**config.mk**
```make
export PLATFORM = sky130hd
export DESIGN_NAME = fe_readout_serializer_flat
export DESIGN_NICKNAME = d
export VERILOG_FILES = /design/src/rtl/fe_readout_serializer_if.sv /design/src/rtl/fe_readout_serializer.sv /design/src/flat_wrapper.sv
export SDC_FILE = /design/constraint.sdc
export NUM_CORES = 1
export LEC_CHECK = 0
export BUFFER_PORTS_ARGS = -buffer_cell sky130_fd_sc_hd__buf_4
export CAP_MARGIN = 15
export CORE_MARGIN = 2
export CORE_UTILIZATION = 49
export CTS_BUF_LIST = sky130_fd_sc_hd__clkbuf_8
export CTS_CLUSTER_SIZE = 14
export DETAILED_ROUTE_END_ITERATION = 8
export GPL_TIMING_DRIVEN = 0
export PLACE_DENSITY = 0.79
export RECOVER_POWER = 25
export SYNTH_ARGS = -nofsm -noshare
export SYNTH_HDL_FRONTEND = slang
export SYNTH_SLANG_ARGS = --single-unit
```
**constraint.sdc**
```tcl
create_clock -name cwusb_clk -period 1.6 [get_ports cwusb_clk]
set_clock_uncertainty 0.15 [all_clocks]
set_input_delay 0.4 -clock cwusb_clk [delete_from_list [all_inputs] [get_ports cwusb_clk]]
set_output_delay 0.4 -clock cwusb_clk [all_outputs]
set_load 0.01 [all_outputs]
```
**src/rtl/fe_readout_serializer_if.sv**
```systemverilog
// fe_readout_serializer_if: FIFO read port and host byte-read handshake
interface fe_readout_serializer_if;
  logic [17:0] I_fifo_dout;
  logic        I_fifo_empty;
  logic        O_fifo_rd;
  logic        I_rd_strobe;
  logic [7:0]  O_rd_data;
  logic        O_data_valid;
  modport master (
    output I_fifo_dout, I_fifo_empty, I_rd_strobe,
    input  O_fifo_rd, O_rd_data, O_data_valid
  );
  modport slave (
    input  I_fifo_dout, I_fifo_empty, I_rd_strobe,
    output O_fifo_rd, O_rd_data, O_data_valid
  );
endinterface

```
**src/rtl/fe_readout_serializer.sv**
```systemverilog
// fe_readout_serializer: pulls 18-bit FIFO entries and presents them to the host as status, MSB, LSB bytes
module fe_readout_serializer #(
  parameter int pCOUNT_WIDTH = 16
) (
  input  logic                    cwusb_clk,
  input  logic                    reset_n,
  fe_readout_serializer_if.slave  bus,
  input  logic                    I_fifo_overflow_blocked,
  input  logic                    I_capture_done,
  input  logic                    I_flush,
  output logic [pCOUNT_WIDTH-1:0] O_entry_count
);
  typedef enum logic [1:0] {S_EMPTY, S_WAIT, S_VALID} state_t;
  state_t      state;
  logic [17:0] hold;
  logic [1:0]  idx;
  logic        sticky;
  logic        valid;
  logic        last;
  logic [7:0]  byte0;
  // Read enable is decided combinationally so the FIFO data lands exactly while in S_WAIT
  always_comb begin
    valid          = state == S_VALID;
    last           = valid && bus.I_rd_strobe && idx == 2'd2;
    byte0          = {sticky, I_capture_done, !valid, 3'b000, valid ? hold[17:16] : 2'b00};
    bus.O_rd_data  = !valid ? byte0 : idx == 2'd1 ? hold[15:8] : idx == 2'd2 ? hold[7:0] : byte0;
    bus.O_data_valid = valid;
    bus.O_fifo_rd  = !I_flush && !bus.I_fifo_empty && (state == S_EMPTY || last);
  end
  // Readout FSM, hold register, saturating entry counter and sticky overflow
  always_ff @(posedge cwusb_clk or negedge reset_n) begin
    if (!reset_n) begin
      state         <= S_EMPTY;
      idx           <= 2'd0;
      hold          <= 18'd0;
      sticky        <= 1'b0;
      O_entry_count <= '0;
    end else begin
      sticky <= I_flush ? 1'b0 : (sticky | I_fifo_overflow_blocked);
      if (I_flush) begin
        state         <= S_EMPTY;
        idx           <= 2'd0;
        hold          <= 18'd0;
        O_entry_count <= '0;
      end else begin
        case (state)
          S_EMPTY: if (bus.O_fifo_rd) state <= S_WAIT;
          S_WAIT: begin
            hold  <= bus.I_fifo_dout;
            idx   <= 2'd0;
            state <= S_VALID;
          end
          default: if (bus.I_rd_strobe) begin
            if (idx != 2'd2) idx <= idx + 2'd1;
            else begin
              state         <= bus.O_fifo_rd ? S_WAIT : S_EMPTY;
              O_entry_count <= (&O_entry_count) ? O_entry_count
                             : O_entry_count + {{(pCOUNT_WIDTH-1){1'b0}}, 1'b1};
            end
          end
        endcase
      end
    end
  end
endmodule

```
**src/flat_wrapper.sv**
```systemverilog
// flat-port wrapper written by rule: the top's interface ports become plain ports
module fe_readout_serializer_flat 
#(
  parameter int pCOUNT_WIDTH = 16
)
  (cwusb_clk, reset_n, I_fifo_overflow_blocked, I_capture_done, I_flush, O_entry_count, bus_I_fifo_dout, bus_I_fifo_empty, bus_I_rd_strobe, bus_O_fifo_rd, bus_O_rd_data, bus_O_data_valid);
  fe_readout_serializer_if bus_i ();
  input  logic cwusb_clk;
  input  logic reset_n;
  input  logic I_fifo_overflow_blocked;
  input  logic I_capture_done;
  input  logic I_flush;
  output logic [pCOUNT_WIDTH-1:0] O_entry_count;
  input wire logic [$bits(bus_i.I_fifo_dout)-1:0] bus_I_fifo_dout;
  input wire logic [$bits(bus_i.I_fifo_empty)-1:0] bus_I_fifo_empty;
  input wire logic [$bits(bus_i.I_rd_strobe)-1:0] bus_I_rd_strobe;
  output wire logic [$bits(bus_i.O_fifo_rd)-1:0] bus_O_fifo_rd;
  output wire logic [$bits(bus_i.O_rd_data)-1:0] bus_O_rd_data;
  output wire logic [$bits(bus_i.O_data_valid)-1:0] bus_O_data_valid;
  assign bus_i.I_fifo_dout = bus_I_fifo_dout;
  assign bus_i.I_fifo_empty = bus_I_fifo_empty;
  assign bus_i.I_rd_strobe = bus_I_rd_strobe;
  assign bus_O_fifo_rd = bus_i.O_fifo_rd;
  assign bus_O_rd_data = bus_i.O_rd_data;
  assign bus_O_data_valid = bus_i.O_data_valid;
  fe_readout_serializer #(.pCOUNT_WIDTH(pCOUNT_WIDTH)) u_core (.cwusb_clk(cwusb_clk), .reset_n(reset_n), .bus(bus_i), .I_fifo_overflow_blocked(I_fifo_overflow_blocked), .I_capture_done(I_capture_done), .I_flush(I_flush), .O_entry_count(O_entry_count));
endmodule
```
==> impl_metrics.py, run 1 <==
metrics = {
    "outcome": {
        "run_status": "complete, but fails checks",
        "violations": "negative setup slack",
    },
    "critical_path": {
        "worstPathRequired_ns": 1.05,
        "end_kind": "output pin",
        "r2r_cells": 8,
        "crit_type": "flop to output pin",
        "cp-start-kind": "flop",
        "worstPathMaxFanout": 10,
        "arrival_ns": 1.62,
    },
    "synth": {
        "synth-edff-count": 0,
        "synthTopCellsByArea": "dfrtp_1 49%, a22o_1 8.0%, nor2_1 6.1%",
        "synthArstFlopShare": 1.00,
        "syn_inst": 193,
        "syn_nets": 221,
        "synth_top_cell_by_area": "dfrtp_1",
        "yosys_warnings": 0,
        "ys_ff_latch": 39,
        "dominantRegCellSynth": "dfrtp_1",
        "ys_types": 49,
        "seq_area_frac_synth": 0.494,
        "syn_area_um2": 1980,
        "synth_top_area_share": 0.494,
        "synth.avg_cell_area_um2": 10.2,
    },
    "floorplan": {
        "row_count": 23,
        "io_pins": 51,
        "core_area_um2": 3940,
        "die_area_um2": 4560,
        "fp.dieW_um": 67.5,
        "die_h_um": 67.5,
        "start_util": 0.501,
    },
    "power_and_ir_drop": {
        "vdd_drop_max_v": 0.000495,
        "cellLeakagePower_nw": 1.36,
        "power_density_nw_per_um2": 735,
        "finalPower_w": 0.00216,
    },
    "place": {
        "gp_congestion": 0.787,
        "dp_cells": 293,
        "io_buffers": 50,
        "dp.final_hpwl_mm": 3.27,
    },
    "final_layout": {
        "fillers": 276,
        "fin_nets": 300,
        "final_util": 0.745,
        "multi_input_area_um2": 1110,
        "seqCellArea_um2": 983,
        "area_growth_pct": 48.7,
        "fin_cells": 323,
        "drive_above_1_share": 0.458,
        "antenna_cells": 0,
    },
    "clock_tree": {
        "cts.sinks": 39,
        "cts.clk_slew.worst_paths_ns": 0.08,
        "h-tree-depth": 2,
        "cts_buffer_depth": 2,
        "cts_root_buf": "clkbuf_8",
        "cts_tree": "built",
        "cts_buffers": 5,
        "clock_latency_ns": 0.29,
    },
    "global_route": {
        "grt_overflow_total": 0,
        "antenna_found_initial": 0,
        "grt_pass1_wl_mm": 8.00,
        "grt_max_degree": 40,
        "grt_usage": 0.234,
        "grt_pass1_vias": 1747,
    },
    "route": {
        "drc": 0,
        "wl_per_cell_um": 15.3,
        "wl_met3_um": 290,
        "drtIter0Drc": 112,
        "met2_length_mm": 2.49,
        "wl_met1_mm": 2.09,
        "dr.pass1.iters": 4,
        "top_layer_used": "met4",
        "viasPerCell": 5.51,
        "vias": 1781,
        "detail-route-antenna-nets": 0,
        "wl_mm": 4.93,
    },
    "timing": {
        "rsz0062_at_grt": "yes",
        "worstMarginPinSlew_ns": 0.517,
        "maxSlewViolCount": 0,
        "worst_slack_ns": -0.566,
        "finalCriticalPeriod_ns": 2.17,
        "hold_viol": 0,
        "setup_viol": 25,
        "relSlewSlack": 0.656,
        "finalCritPeriodShare": 1.35,
        "fmax_mhz": 462,
    },
    "worst_hold_path": {
        "hold_path_depth": 2,
        "holdCritPathClass": "input pin to flop",
    },
    "run": {
        "max_cap_violations": 0,
    },
}
[per-layer routing]
metal	vias to the layer above	GRT usage
li1	862	-
met1	861	0.285
met2	51	0.401
met3	7	0.0617
met4	0	0.0740
met5	-	0
[sequential cells by signal, indices dropped and copies added, names as in the netlist]
name	cells
u_core.hold	18
u_core.O_entry_count	16
u_core.idx	2
u_core.state	2
u_core.sticky	1
[final cells by class]
type / instances / share of cell area
clock inverter: 3 / 0.0149
sequential: 39 / 0.335
tap: 50 / 0.0213
timing repair buffer: 74 / 0.196
inverter: 5 / 0.00724
clock buffer: 5 / 0.0234
multi-input combinational: 139 / 0.379
buffer: 8 / 0.0234
[worst paths after layout]
path                                    startpoint                        to  slack (ns)
worst max-delay path                 u_core.idx[1]          bus_O_rd_data[5]       -0.57
worst min-delay path            bus_I_fifo_dout[1]            u_core.hold[1]        0.16
worst max register to register       u_core.idx[0]   u_core.O_entry_count[1]       -0.27
worst min register to register     u_core.hold[15]           u_core.hold[15]        0.35
max in group asynchronous                  reset_n  u_core.O_entry_count[11]        0.42
min in group asynchronous                  reset_n   u_core.O_entry_count[4]        0.49
[timing repair]
action,4_1_cts,5_1_grt
buffers inserted,17,6
endpoints found under the hold margin,39,0
gates resized for setup,19,16
setup endpoints to repair,42,47
hold buffers,1,0
pin swaps,12,8
[stage by stage]
step	setup WS [ns]	TNS [ns]	instance area, µm²	hold WS, ns
final	-0.566	-7.32	2940	0.163
after CTS	-0.561	-7.09	2850	0.161
after floorplan	-0.125	-1.26	2100	-0.0456
after global placement	-0.302	-6.79	2530	0.245
after detailed placement	-0.317	-7.52	2530	0.246
after global routing	-0.615	-9.54	2940	0.155
[Yosys cell counts (2+ instances only)]
cell type,n
nand4_1,3
nor2b_1,2
a21oi_1,10
xnor2_1,6
and2_1,2
a22oi_1,3
a31o_1,3
a31oi_1,3
o21ai_0,2
nand2_1,9
xor2_1,5
inv_1,4
nor3_1,2
and3_1,3
mux2i_1,3
ha_1,3
nor2_1,32
buf_2,2
clkbuf_1,5
nand2b_1,3
nand3_1,5
dfrtp_1,39
a22o_1,18
[worst max-delay path: stages, from the launching register on]
cell     delay (ns)
dfrtp_1        0.42
ha_4           0.19
buf_8          0.14
nor2b_4        0.14
a221o_1        0.31
buf_6          0.13
[layout by cell type, fill, tap and decap left out, drive strengths merged, types with 3 or more instances in the layout]
master   n
a31o     3
nand2b   3
nand2    9
mux2i    3
dfrtp   39
a31oi    4
a22oi    3
buf     76
xnor2    6
xor2     5
inv      5
nand3    6
o21ai    3
a22o    18
nor2    33
ha       3
clkbuf  10
and3     4
a21oi   11
nand4    4
[where the power goes]
part	internal, W	total, W	leakage, nW	switching [W]
clock	0.000464	0.000828	0.0581	0.000363
sequential	0.00102	0.00104	0.527	0.0000223
combinational	0.000147	0.000291	0.770	0.000144
[cell families (layout without fill, tap and decap cells)]
kind of cell	count (synthesis)	after routing	synth area share
simple gates	71	71	0.184
flops	39	39	0.494
mux	3	3	0.0152
fa+ha+maj	3	3	0.0190
xor+xnor	11	11	0.0487
buf+inv	15	95	0.0354
compound gates	51	51	0.204
Power figures use the tool's default switching activity.
==> run 2, diff against run 1 <==
--- a/config.mk
+++ b/config.mk
@@ -15,6 +15,7 @@
 export GPL_TIMING_DRIVEN = 0
 export PLACE_DENSITY = 0.79
 export RECOVER_POWER = 25
+export SETUP_SLACK_MARGIN = 0.1
 export SYNTH_ARGS = -nofsm -noshare
 export SYNTH_HDL_FRONTEND = slang
 export SYNTH_SLANG_ARGS = --single-unit
==> constraint.sdc (replaced) <==
create_clock -name cwusb_clk -period 1.6 [get_ports cwusb_clk]
set_clock_uncertainty 0.15 [all_clocks]
set_input_delay 0.4 -clock cwusb_clk [delete_from_list [all_inputs] [get_ports cwusb_clk]]
set_output_delay 0.4 -clock cwusb_clk [all_outputs]
set_load 0.1 [all_outputs]
==> impl_metrics.py, run 2 (synthesized netlist as in run 1, its figures left out) <==
metrics = {
    "outcome": {
        "run_status": "complete, but fails checks",
        "violations": "negative setup slack",
    },
    "route": {
        "drtIter0Drc": 151,
        "vias": 2018,
        "viasPerCell": 6.13,
        "wl_per_cell_um": 21.8,
        "dr.pass1.iters": 4,
        "wl_mm": 7.17,
        "detail-route-antenna-nets": 0,
        "drc": 0,
    },
    "floorplan": {
        "die_area_um2": 4560,
        "die_h_um": 67.5,
        "io_pins": 51,
        "fp.dieW_um": 67.5,
        "row_count": 23,
        "core_area_um2": 3940,
        "start_util": 0.501,
    },
    "timing": {
        "finalCriticalPeriod_ns": 2.37,
        "finalCritPeriodShare": 1.48,
        "maxSlewViolCount": 0,
        "setup_viol": 31,
        "hold_viol": 0,
        "worst_slack_ns": -0.769,
        "fmax_mhz": 422,
        "relSlewSlack": 0.642,
        "worstMarginPinSlew_ns": 0.537,
        "rsz0062_at_grt": "yes",
        "holdWs_ns": 0.171,
    },
    "global_route": {
        "grt_usage": 0.296,
        "antenna_found_initial": 0,
        "grt_max_degree": 40,
        "grt_pass1_wl_mm": 9.89,
        "grt_overflow_total": 0,
        "grt_pass1_vias": 1979,
    },
    "place": {
        "dp.final_hpwl_mm": 3.38,
        "dp_slack_ns": -0.587,
        "gp_congestion": 0.769,
        "place_area_um2": 2740,
        "io_buffers": 50,
    },
    "final_layout": {
        "mostFrequentLayoutCells": "43 x buf_4, 26 x buf_12, 24 x nor2_1, 21 x dfrtp_1, 18 x a22o_1",
        "fillers": 117,
        "reg_top3": "u_core.hold: 18 flops, u_core.O_entry_count: 16 flops",
        "largest_reg_flops": 18,
        "drive_above_1_share": 0.616,
        "area_growth_pct": 84.6,
        "antenna_cells": 0,
        "regMostFlops": "u_core.hold",
        "stdcell_area_um2": 3650,
        "layout_commonest_cell": "buf_4",
        "fin_nets": 306,
    },
    "clock_tree": {
        "h-tree-depth": 2,
        "cts_root_buf": "clkbuf_8",
        "cts.clk_slew.worst_paths_ns": 0.08,
        "clock_latency_ns": 0.30,
        "cts_buffers": 5,
        "cts.sinks": 39,
        "cts_buffer_depth": 2,
        "cts_tree": "built",
    },
    "run": {
        "max_cap_violations": 0,
    },
    "critical_path": {
        "cp-start-kind": "flop",
        "path_cells": "inv_2 > ha_4 > buf_8 > mux2i_1 > nor2_1 > a21oi_2 > nor2_4 > buf_12",
        "critPathTopFamily": "flip-flops",
        "worstPathRequired_ns": 1.05,
        "cpMaxStageDelayCell": "dfrtp_1",
        "max_stage_delay_ns": 0.43,
        "arrival_ns": 1.82,
        "worstPathMaxFanout": 7,
        "end_kind": "output pin",
        "crit_type": "flop to output pin",
        "cp_num_buf_inv": 3,
    },
    "power_and_ir_drop": {
        "power_density_nw_per_um2": 668,
        "vdd_drop_max_v": 0.000652,
        "cellLeakagePower_nw": 1.48,
    },
    "worst_hold_path": {
        "holdCritPathClass": "input pin to flop",
    },
}
run 2: changes by cell type in the layout (fill, tap and decap cells not counted), sizes merged:
cell,previous run,this run
buf,76,82
clkbuf,10,11
clkinv,2,1
run 2: timing repair:
action                                  CTS  global route
hold endpoints to repair                 39             0
endpoints found under the setup margin   63            63
buffers inserted                         19             9
gates resized for setup                 111            24
hold buffers                              1             0
pin swaps                                19            14
run 2: path summary, 6_finish.rpt:
path | startpoint | depth (start not counted) | slack [ns] | endpoint
worst max-delay path | u_core.idx[0] | 8 | -0.77 | bus_O_rd_data[1]
worst min-delay path | bus_I_fifo_dout[14] | 2 | 0.17 | u_core.hold[14]
worst max register to register | u_core.idx[0] | 11 | -0.53 | u_core.O_entry_count[5]
worst min register to register | u_core.hold[15] | 1 | 0.38 | u_core.hold[15]
max in group asynchronous | reset_n | 2 | 0.39 | u_core.O_entry_count[9]
min in group asynchronous | reset_n | 2 | 0.49 | u_core.O_entry_count[5]
run 2: power breakdown:
part | leakage (nW) | internal [W] | switching [W]
Clock | 0.0612 | 0.000505 | 0.000384
Combinational | 0.920 | 0.000214 | 0.000283
Sequential | 0.503 | 0.00102 | 0.0000311
Total | 1.48 | 0.00174 | 0.000698
run 2: layout make-up:
| cell class | instances | area [µm²] | share of cell area |
|---|---|---|---|
| flip-flops and latches | 39 | 1030 | 0.283 |
| well taps | 50 | 62.6 | 0.0171 |
| multi-input cells | 139 | 1310 | 0.360 |
| plain buffers | 10 | 121 | 0.0333 |
| clock buffers | 6 | 82.6 | 0.0226 |
| clock inverters | 2 | 35.0 | 0.00960 |
| repair buffers | 78 | 963 | 0.264 |
| inverters | 5 | 37.5 | 0.0103 |
run 2: worst register-to-register path, cell delays in order (launching register included):
cell	delay, ns
dfrtp_1	0.43
inv_2	0.10
ha_4	0.15
buf_8	0.13
buf_12	0.12
buf_8	0.09
nand3_4	0.07
buf_6	0.15
nor2_4	0.08
o31a_1	0.24
a21oi_2	0.08
a31o_1	0.22
run 2: metal layers:
layer / GRT usage / wire length (µm) / up-vias
li1: - / - / 867
met1: 0.344 / 2670 / 1014
met2: 0.527 / 3660 / 99
met3: 0.0617 / 449 / 38
met4: 0.122 / 393 / 0
met5: 0 / 0 / -
run 2: through the flow:
step	utilization	setup TNS, ns	std cells	power [W]
6_report	0.925	-13.22	329	0.00244
5_1_grt	0.925	-15.56	329	0.00251
4_1_cts	0.882	-10.57	321	0.00237
3_5_place_dp	0.694	-10.66	293	0.00142
3_3_place_gp	0.694	-10.11	293	0.00141
2_1_floorplan	-	-7.88	193	0.00130
==> run 3, diff against run 2 <==
--- a/config.mk
+++ b/config.mk
@@ -7,13 +7,15 @@
 export LEC_CHECK = 0
 export BUFFER_PORTS_ARGS = -buffer_cell sky130_fd_sc_hd__buf_4
 export CAP_MARGIN = 15
+export CELL_PAD_IN_SITES_DETAIL_PLACEMENT = 1
+export CELL_PAD_IN_SITES_GLOBAL_PLACEMENT = 2
 export CORE_MARGIN = 2
-export CORE_UTILIZATION = 49
+export CORE_UTILIZATION = 30
 export CTS_BUF_LIST = sky130_fd_sc_hd__clkbuf_8
 export CTS_CLUSTER_SIZE = 14
 export DETAILED_ROUTE_END_ITERATION = 8
 export GPL_TIMING_DRIVEN = 0
-export PLACE_DENSITY = 0.79
+export PLACE_DENSITY = 0.78
 export RECOVER_POWER = 25
 export SETUP_SLACK_MARGIN = 0.1
 export SYNTH_ARGS = -nofsm -noshare
==> impl_metrics.py, run 3 (synthesized netlist as in run 1, its figures left out) <==
metrics = {
    "timing": {
        "finalCriticalPeriod_ns": 2.28,
        "hold_viol": 0,
        "holdWs_ns": 0.160,
        "fmax_mhz": 438,
        "worstMarginPinSlew_ns": 0.718,
        "setup_tns_ns": -11.46,
        "setup_viol": 28,
        "finalCritPeriodShare": 1.43,
        "worst_slack_ns": -0.685,
        "maxSlewViolCount": 0,
        "rsz0062_at_grt": "yes",
        "relSlewSlack": 0.521,
    },
    "critical_path": {
        "worstPathMaxFanout": 5,
        "arrival_ns": 1.73,
        "r2r_slack_ns": -0.49,
        "worstPathRequired_ns": 1.05,
        "cp-start-kind": "flop",
        "r2r_start": "u_core.idx[0]",
        "end_kind": "output pin",
        "r2r-end": "u_core.O_entry_count[15]",
        "r2r_cells": 10,
        "crit_type": "flop to output pin",
    },
    "clock_tree": {
        "cts.clk_slew.worst_paths_ns": 0.09,
        "cts_tree": "built",
        "cts_buffer_depth": 2,
        "cts_buffers": 5,
        "cts.sinks": 39,
        "cts_root_buf": "clkbuf_8",
        "h-tree-depth": 2,
        "clock_latency_ns": 0.30,
    },
    "route": {
        "drc": 0,
        "wl_mm": 6.38,
        "viasPerCell": 5.16,
        "dr.pass1.iters": 4,
        "vias": 1807,
        "drtIter0Drc": 37,
        "wl_per_cell_um": 18.2,
        "detail-route-antenna-nets": 0,
    },
    "global_route": {
        "grt_overflow_total": 0,
        "grt_usage": 0.188,
        "grt_pass1_vias": 2032,
        "grt_pass1_wl_mm": 10.7,
        "antenna_found_initial": 0,
        "grt_max_degree": 40,
    },
    "final_layout": {
        "largest_reg_flops": 18,
        "fin_nets": 300,
        "layout_commonest_cell": "buf_4",
        "drive_above_1_share": 0.612,
        "fillers": 654,
        "regMostFlops": "u_core.hold",
        "reg_top3": "u_core.hold: 18 flops, u_core.O_entry_count: 16 flops",
        "mostFrequentLayoutCells": "41 x buf_4, 25 x buf_12, 23 x nor2_1, 20 x dfrtp_1, 18 x a22o_1",
        "antenna_cells": 0,
        "stdcell_area_um2": 3610,
        "final_util": 0.568,
        "area_growth_pct": 82.5,
    },
    "worst_hold_path": {
        "hold_path_depth": 2,
        "whs_endpoint": "u_core.hold[17]",
        "holdCritPathClass": "input pin to flop",
        "hold_path_startpoint": "bus_I_fifo_dout[17]",
    },
    "floorplan": {
        "die_area_um2": 7250,
        "row_count": 29,
        "core_area_um2": 6350,
        "io_pins": 51,
        "die_h_um": 85.2,
        "start_util": 0.311,
        "fp.dieW_um": 85.2,
    },
    "place": {
        "dp_slack_ns": -0.618,
        "place_area_um2": 2770,
        "dp.final_hpwl_mm": 3.92,
        "io_buffers": 50,
        "gp_congestion": 0.768,
    },
    "power_and_ir_drop": {
        "p_seq_frac": 0.409,
        "vdd_drop_max_v": 0.000346,
        "power_density_nw_per_um2": 706,
        "sw_frac_of_total": 0.272,
        "switchingPower_w": 0.000693,
        "internal_power_w": 0.00186,
        "pwr-share-clk": 0.398,
        "cellLeakagePower_nw": 1.43,
        "combPwrFrac": 0.193,
    },
    "outcome": {
        "violations": "negative setup slack",
        "run_status": "complete, but fails checks",
    },
    "run": {
        "max_cap_violations": 0,
    },
}
run 3: area by class of cell:
cell class,instances,area [µm²],share of cell area
multi-input cells,139,1280,0.356
clock buffers,5,68.8,0.0191
plain buffers,10,119,0.0329
repair buffers,72,903,0.250
clock inverters,3,67.6,0.0187
inverters,5,35.0,0.00971
well taps,77,96.3,0.0267
flip-flops and latches,39,1030,0.287
run 3: stage by stage:
| step | total power [W] | instances |
|---|---|---|
| finish | 0.00255 | 350 |
| global route | 0.00267 | 350 |
| CTS | 0.00255 | 344 |
| detailed placement | 0.00143 | 320 |
| global placement | 0.00143 | 320 |
| floorplan | 0.00130 | 193 |
run 3: worst max-delay path by stage:
stage,from,to,slack (ns),cells past startpoint
floorplan,u_core.idx[0],bus_O_fifo_rd,-0.75,5
finish,u_core.idx[1],bus_O_rd_data[5],-0.68,5
global placement,u_core.idx[1],bus_O_rd_data[6],-0.57,7
CTS,u_core.idx[0],bus_O_rd_data[5],-0.71,6
global route,u_core.idx[1],bus_O_rd_data[6],-0.73,7
detailed placement,u_core.idx[1],bus_O_rd_data[6],-0.62,7
run 3: layer usage:
metal  wire length (µm)  track usage  up-vias  share of wire
li1                   -            -      856              -
met1               2790        0.238      900           0.44
met2               3240        0.325       45           0.51
met3                290       0.0438        6          0.045
met4                 62       0.0433        0         0.0097
met5                  0            0        -              0
run 3: power groups by stage:
stage	combinational [W]	sequential, W	clock [W]
after floorplan	0.000239	0.00106	0
after global placement	0.000362	0.00106	0
after detailed placement	0.000365	0.00107	0
after CTS	0.000467	0.00104	0.00104
after global routing	0.000523	0.00105	0.00110
final	0.000491	0.00104	0.00102
run 3: worst max-delay path, cell delays in order, from the launching register on:
cell     delay (ns)
dfrtp_2        0.45
ha_4           0.18
buf_8          0.13
nor2b_4        0.14
a221o_4        0.36
buf_12         0.17
run 3: timing repair:
item,4_1_cts,5_1_grt
setup buffers,14,6
endpoints found under the setup margin,64,64
hold buffers,1,0
pin swaps,13,8
gates resized for setup,105,20
gates cloned,1,0
endpoints found under the hold margin,39,0
